`src/rtl/bus_arbiter.sv`:
```
// Two-master round-robin bus arbiter with a grant-hold limit and a one-cycle release turnaround.
// Handshake: req is a level held by a master for as long as it wants the bus; done is a one-cycle slave pulse.
module bus_arbiter #(
    parameter int TIMEOUT_CYCLES = 1024,
    parameter int CNT_W          = 11
) (
    input  logic       clk,
    input  logic       reset,
    input  logic [1:0] req,
    input  logic       done,
    output logic [1:0] grant,
    output logic       msel,
    output logic       bus_busy,
    output logic       timeout,
    output logic [1:0] state_dbg
);

    typedef enum logic [1:0] {
        IDLE    = 2'd0,
        GRANT0  = 2'd1,
        GRANT1  = 2'd2,
        RELEASE = 2'd3
    } state_t;

    localparam logic [CNT_W-1:0] CNT_MAX = CNT_W'(TIMEOUT_CYCLES - 1);

    state_t           state;
    state_t           state_nxt;
    logic             last;
    logic [CNT_W-1:0] cnt;
    logic             timeout_nxt;
    logic             owner;

    assign owner = (state == GRANT1);

    always_ff @(posedge clk or posedge reset) begin
        if (reset) begin
            state   <= IDLE;
            timeout <= 1'b0;
        end else begin
            state   <= state_nxt;
            timeout <= timeout_nxt;
        end
    end

    // last starts at 1 so that master 0 wins the first tie after reset.
    always_ff @(posedge clk or posedge reset) begin
        if (reset) begin
            last <= 1'b1;
            msel <= 1'b0;
            cnt  <= '0;
        end else if (state == IDLE && (state_nxt == GRANT0 || state_nxt == GRANT1)) begin
            last <= (state_nxt == GRANT1);
            msel <= (state_nxt == GRANT1);
            cnt  <= '0;
        end else if ((state == GRANT0 || state == GRANT1) && state_nxt == state && cnt != CNT_MAX) begin
            cnt <= cnt + 1'b1;
        end
    end

    always_comb begin
        state_nxt   = state;
        timeout_nxt = 1'b0;
        case (state)
            IDLE: begin
                case (req)
                    2'b01:   state_nxt = GRANT0;
                    2'b10:   state_nxt = GRANT1;
                    2'b11:   state_nxt = last ? GRANT0 : GRANT1;
                    default: state_nxt = IDLE;
                endcase
            end
            GRANT0, GRANT1: begin
                if (done || !req[owner]) begin
                    state_nxt = RELEASE;
                end else if (cnt == CNT_MAX) begin
                    state_nxt   = RELEASE;
                    timeout_nxt = 1'b1;
                end
            end
            RELEASE: state_nxt = IDLE;
            default: state_nxt = IDLE;
        endcase
    end

    always_comb begin
        grant     = 2'b00;
        bus_busy  = 1'b0;
        state_dbg = state;
        case (state)
            GRANT0: begin
                grant    = 2'b01;
                bus_busy = 1'b1;
            end
            GRANT1: begin
                grant    = 2'b10;
                bus_busy = 1'b1;
            end
            RELEASE: bus_busy = 1'b1;
            default: ;
        endcase
    end

endmodule

```
`config.mk`:
```
export PLATFORM = sky130hd
export DESIGN_NAME = bus_arbiter
export DESIGN_NICKNAME = d
export VERILOG_FILES = /design/src/rtl/bus_arbiter.sv
export SDC_FILE = /design/constraint.sdc
export NUM_CORES = 1
export LEC_CHECK = 0
export ABC_AREA = 1
export ABC_CLOCK_PERIOD_IN_PS = 2000
export CAP_MARGIN = 30
export CORE_MARGIN = 3
export CORE_UTILIZATION = 37
export DETAILED_ROUTE_END_ITERATION = 10
export GPL_TIMING_DRIVEN = 0
export REMOVE_ABC_BUFFERS = 1
export SLEW_MARGIN = 0
export SYNTH_ARGS = -nofsm -noshare
export SYNTH_HDL_FRONTEND = slang
export SYNTH_SLANG_ARGS = --single-unit
```
`constraint.sdc`:
```
create_clock -name clk -period 2 [get_ports clk]
set_input_delay 0.4 -clock clk [delete_from_list [all_inputs] [get_ports clk]]
set_output_delay 0.4 -clock clk [all_outputs]
set_load 0.05 [all_outputs]
```
==> impl_results.md <==
* Run status: complete, but fails checks
* Failing checks: negative setup slack
* Unrepaired setup endpoints after global routing: true
* Critical Path Sink Type: flip-flop
* Synth area leaders: dfrtp_1 34%, nand3_2 10%, nand2_1 9.5%
* Initial antenna violation count at 0
* Vias per cell at slightly above 5
* Clk_lat worst skew at 0.31 ns
* Vias in the first global route at 990
* Total Nets Final at roughly 180
* CP Data Required Time at 2.19 ns
* Final setup fails at 12
* # DRC at 0
* Total of warnings raised by yosys at 0
* Die Width at 60.6 microns
* WS Path Type: flip-flop to flip-flop
* Num CTS Buffers at 3
* Post-synth ARST share at 100%
* Leakage at between 0.0007 and 0.0008 uW
* Final Critical Period at roughly 2.3 ns
* Vias at 1,052
* Yosys top cell area share at roughly a third
* Final Power at 2880 uW
* Syn-to-layout area delta at 46.0%
* Pins Over Slew Limit at 0
* Crit start category: flip-flop
* Initial DRT Pass Iterations at 4
* Worst-Margin Slew at between 0.6 and 0.7 ns
* EDFF count, synth at 0
* Layout cells sized above 1 at 48.6%
* Post-placement cell area at between 1000 and 1500 sq um
* Worst Path Arrival at 2.45 ns
* Layout Skew at approximately 0.017 ns
* Hold crit path type: primary input to async pin
* DP Wirelength at ~1600 microns
* Avg Inst Size Synth at slightly above 8 sq um
* Die H at about 61 microns
* Synth Flop Type: dfrtp_1
* Fmax at around 440 MHz
* Total routed wirelength at slightly above 3000 microns
* CTS clk-pin slew, worst paths at 0.12 ns
* FF+latch count, synth at 16
* Setup WS post-layout at -0.260 ns
* Antenna-violating nets left at 0
* VDD IR max at about 1100 uV
* Row cnt at 19
* First-pass GRT wire length at between 4000 and 5000 microns
* Final setup TNS at -2.83 ns
* Total Routing Usage GR at approximately 17%
* Core area at approximately 2800 sq um
* Clock H-tree levels at 1
* Die area at 3670 sq um
* Hold buffer count at CTS at 0
* Antenna fix cells at 0
* Final Hold Vio Count at 0
* Longest Clk Path Bufs at 2
* Routed length per instance at between 10 and 15 microns
* Gp weighted congestion at ~0.81
* CP Max Fanout at 5
* Worst relative slew slack at between 50% and 60%
* Largest net degree at the start of global routing at 17
* Port Buffer Count at 11
* Sequential-to-total area share from yosys stat at between 30% and 40%
* Top-Level Pins at 12
* Fin crit share at 113%
* Power density over cell area at 1790 nW/um^2
* 1st-iter DRT viols at 38
* Post-Syn Area at about 1100 sq um
* CTS root buffer: clkbuf_4
* Total gr overflow at 0
* Post-synth cell types at 26
* Total clock sinks at 16
* Syn Inst Count at about 130
* Synth area leader: dfrtp_1
* Max cap viols at 0
* CTS tree: built
* Initial Utilization at ~39%
* Finished Cell Area at ~1600 sq um
[where the power goes]
part / leakage (uW) / internal [uW] / total, uW / switching [uW]
clock: 0.0000150 / 77.7 / 196 / 118
sequential: 0.000213 / 388 / 437 / 49.2
combinational: 0.000516 / 923 / 2250 / 1330
[layer usage]
| layer | part of all wire [%] | up-vias | global-route usage [%] |
|---|---|---|---|
| met5 | 0 | - | 0 |
| met4 | 1.3 | 0 | 7.43 |
| met3 | 4.1 | 6 | 3.62 |
| met2 | 51 | 31 | 28.2 |
| met1 | 44 | 507 | 20.6 |
| li1 | - | 508 | - |
[sequential cells by signal (all words and copies together), names as in the netlist]
name	flops
cnt	11
last	1
msel	1
state_dbg	2
timeout	1
[worst paths after layout]
path                         startpoint            to  slack [ns]  cells past startpoint
setup reg to reg           state_dbg[0]        cnt[7]       -0.26                     14
max in group asynchronous         reset  state_dbg[1]        1.08                      2
hold reg to reg                    msel          msel        0.50                      2
hold / removal                    reset        cnt[9]        0.46                      2
setup / recovery           state_dbg[0]        cnt[7]       -0.26                     14
min in group clk                   msel          msel        0.50                      2
[logic make-up after synthesis]
kind of cell | Yosys count | synth area share (%)
xor+xnor | 6 | 4.77
flops | 16 | 36.5
simple gates | 80 | 40.7
fa+ha+maj | 5 | 5.68
compound gates | 6 | 4.20
buf+inv | 21 | 8.18
[through the flow]
stage / setup slack (ns) / hold WS, ns / util, % / std cells
after floorplan: -1.09 / 0.313 / - / 131
after global placement: -0.834 / 0.463 / 43.8 / 173
after detailed placement: -0.896 / 0.469 / 43.8 / 173
after CTS: -0.150 / 0.504 / 53.3 / 195
after global routing: -0.365 / 0.517 / 57.3 / 204
final: -0.260 / 0.459 / 57.3 / 204
[Yosys cell counts (2+ instances only)]
cell type	number
nand2_2	5
nand3_2	11
o21ai_0	2
inv_2	3
o211ai_1	2
nor2_1	12
xor2_1	5
nor3_1	2
nand3_1	14
nor4_1	2
nand2_1	28
ha_1	5
inv_1	15
dfrtp_1	15
nor2_4	2
[cells in the final DEF, fill, tap and decap left out, types with 2 or more instances in the layout]
cell	synthesis	final
nand2_2	5	9
nand3_1	14	9
inv_2	3	7
nor4_1	2	2
dlygate4sd2_1	0	3
dfrtp_1	15	14
xor2_1	5	5
ha_4	0	3
nor3_1	2	2
o211ai_1	2	2
nand2_4	1	3
clkdlybuf4s50_1	0	6
nand2_1	28	22
nor2_1	12	8
clkinvlp_4	0	2
buf_6	1	3
buf_4	1	22
nand3_2	11	15
nor2_4	2	6
clkbuf_4	0	3
nand3_4	1	2
inv_1	15	9
[worst max-delay path: stages, from the launching register on]
cell and delay (ns):
dfrtp_1 0.39, inv_2 0.08, buf_12 0.13, ha_4 0.26, inv_2 0.05, nor2_4 0.12, nand2_2 0.09, nand2_4 0.09
inv_4 0.04, ha_4 0.23, nor2_4 0.20, clkinvlp_4 0.18, buf_4 0.17, nand3_1 0.07, nand2_1 0.04
[area by class of cell]
| class | instances | area, sq um |
|---|---|---|
| multi-input cells | 97 | 737 |
| repair buffers | 37 | 322 |
| fillers | 240 | 1200 |
| well taps | 31 | 38.8 |
| repair inverters | 1 | 7.51 |
| inverters | 18 | 73.8 |
| clock buffers | 4 | 26.3 |
| flip-flops and latches | 16 | 403 |
[timing repair]
item / in CTS / in global routing
buffers inserted: 17 / 9
resized for setup: 35 / 14
pin swaps: 13 / 13
gates cloned: 1 / 0
endpoints found under the setup margin: 16 / 15
Note: power is estimated with default switching activity, not from simulation.
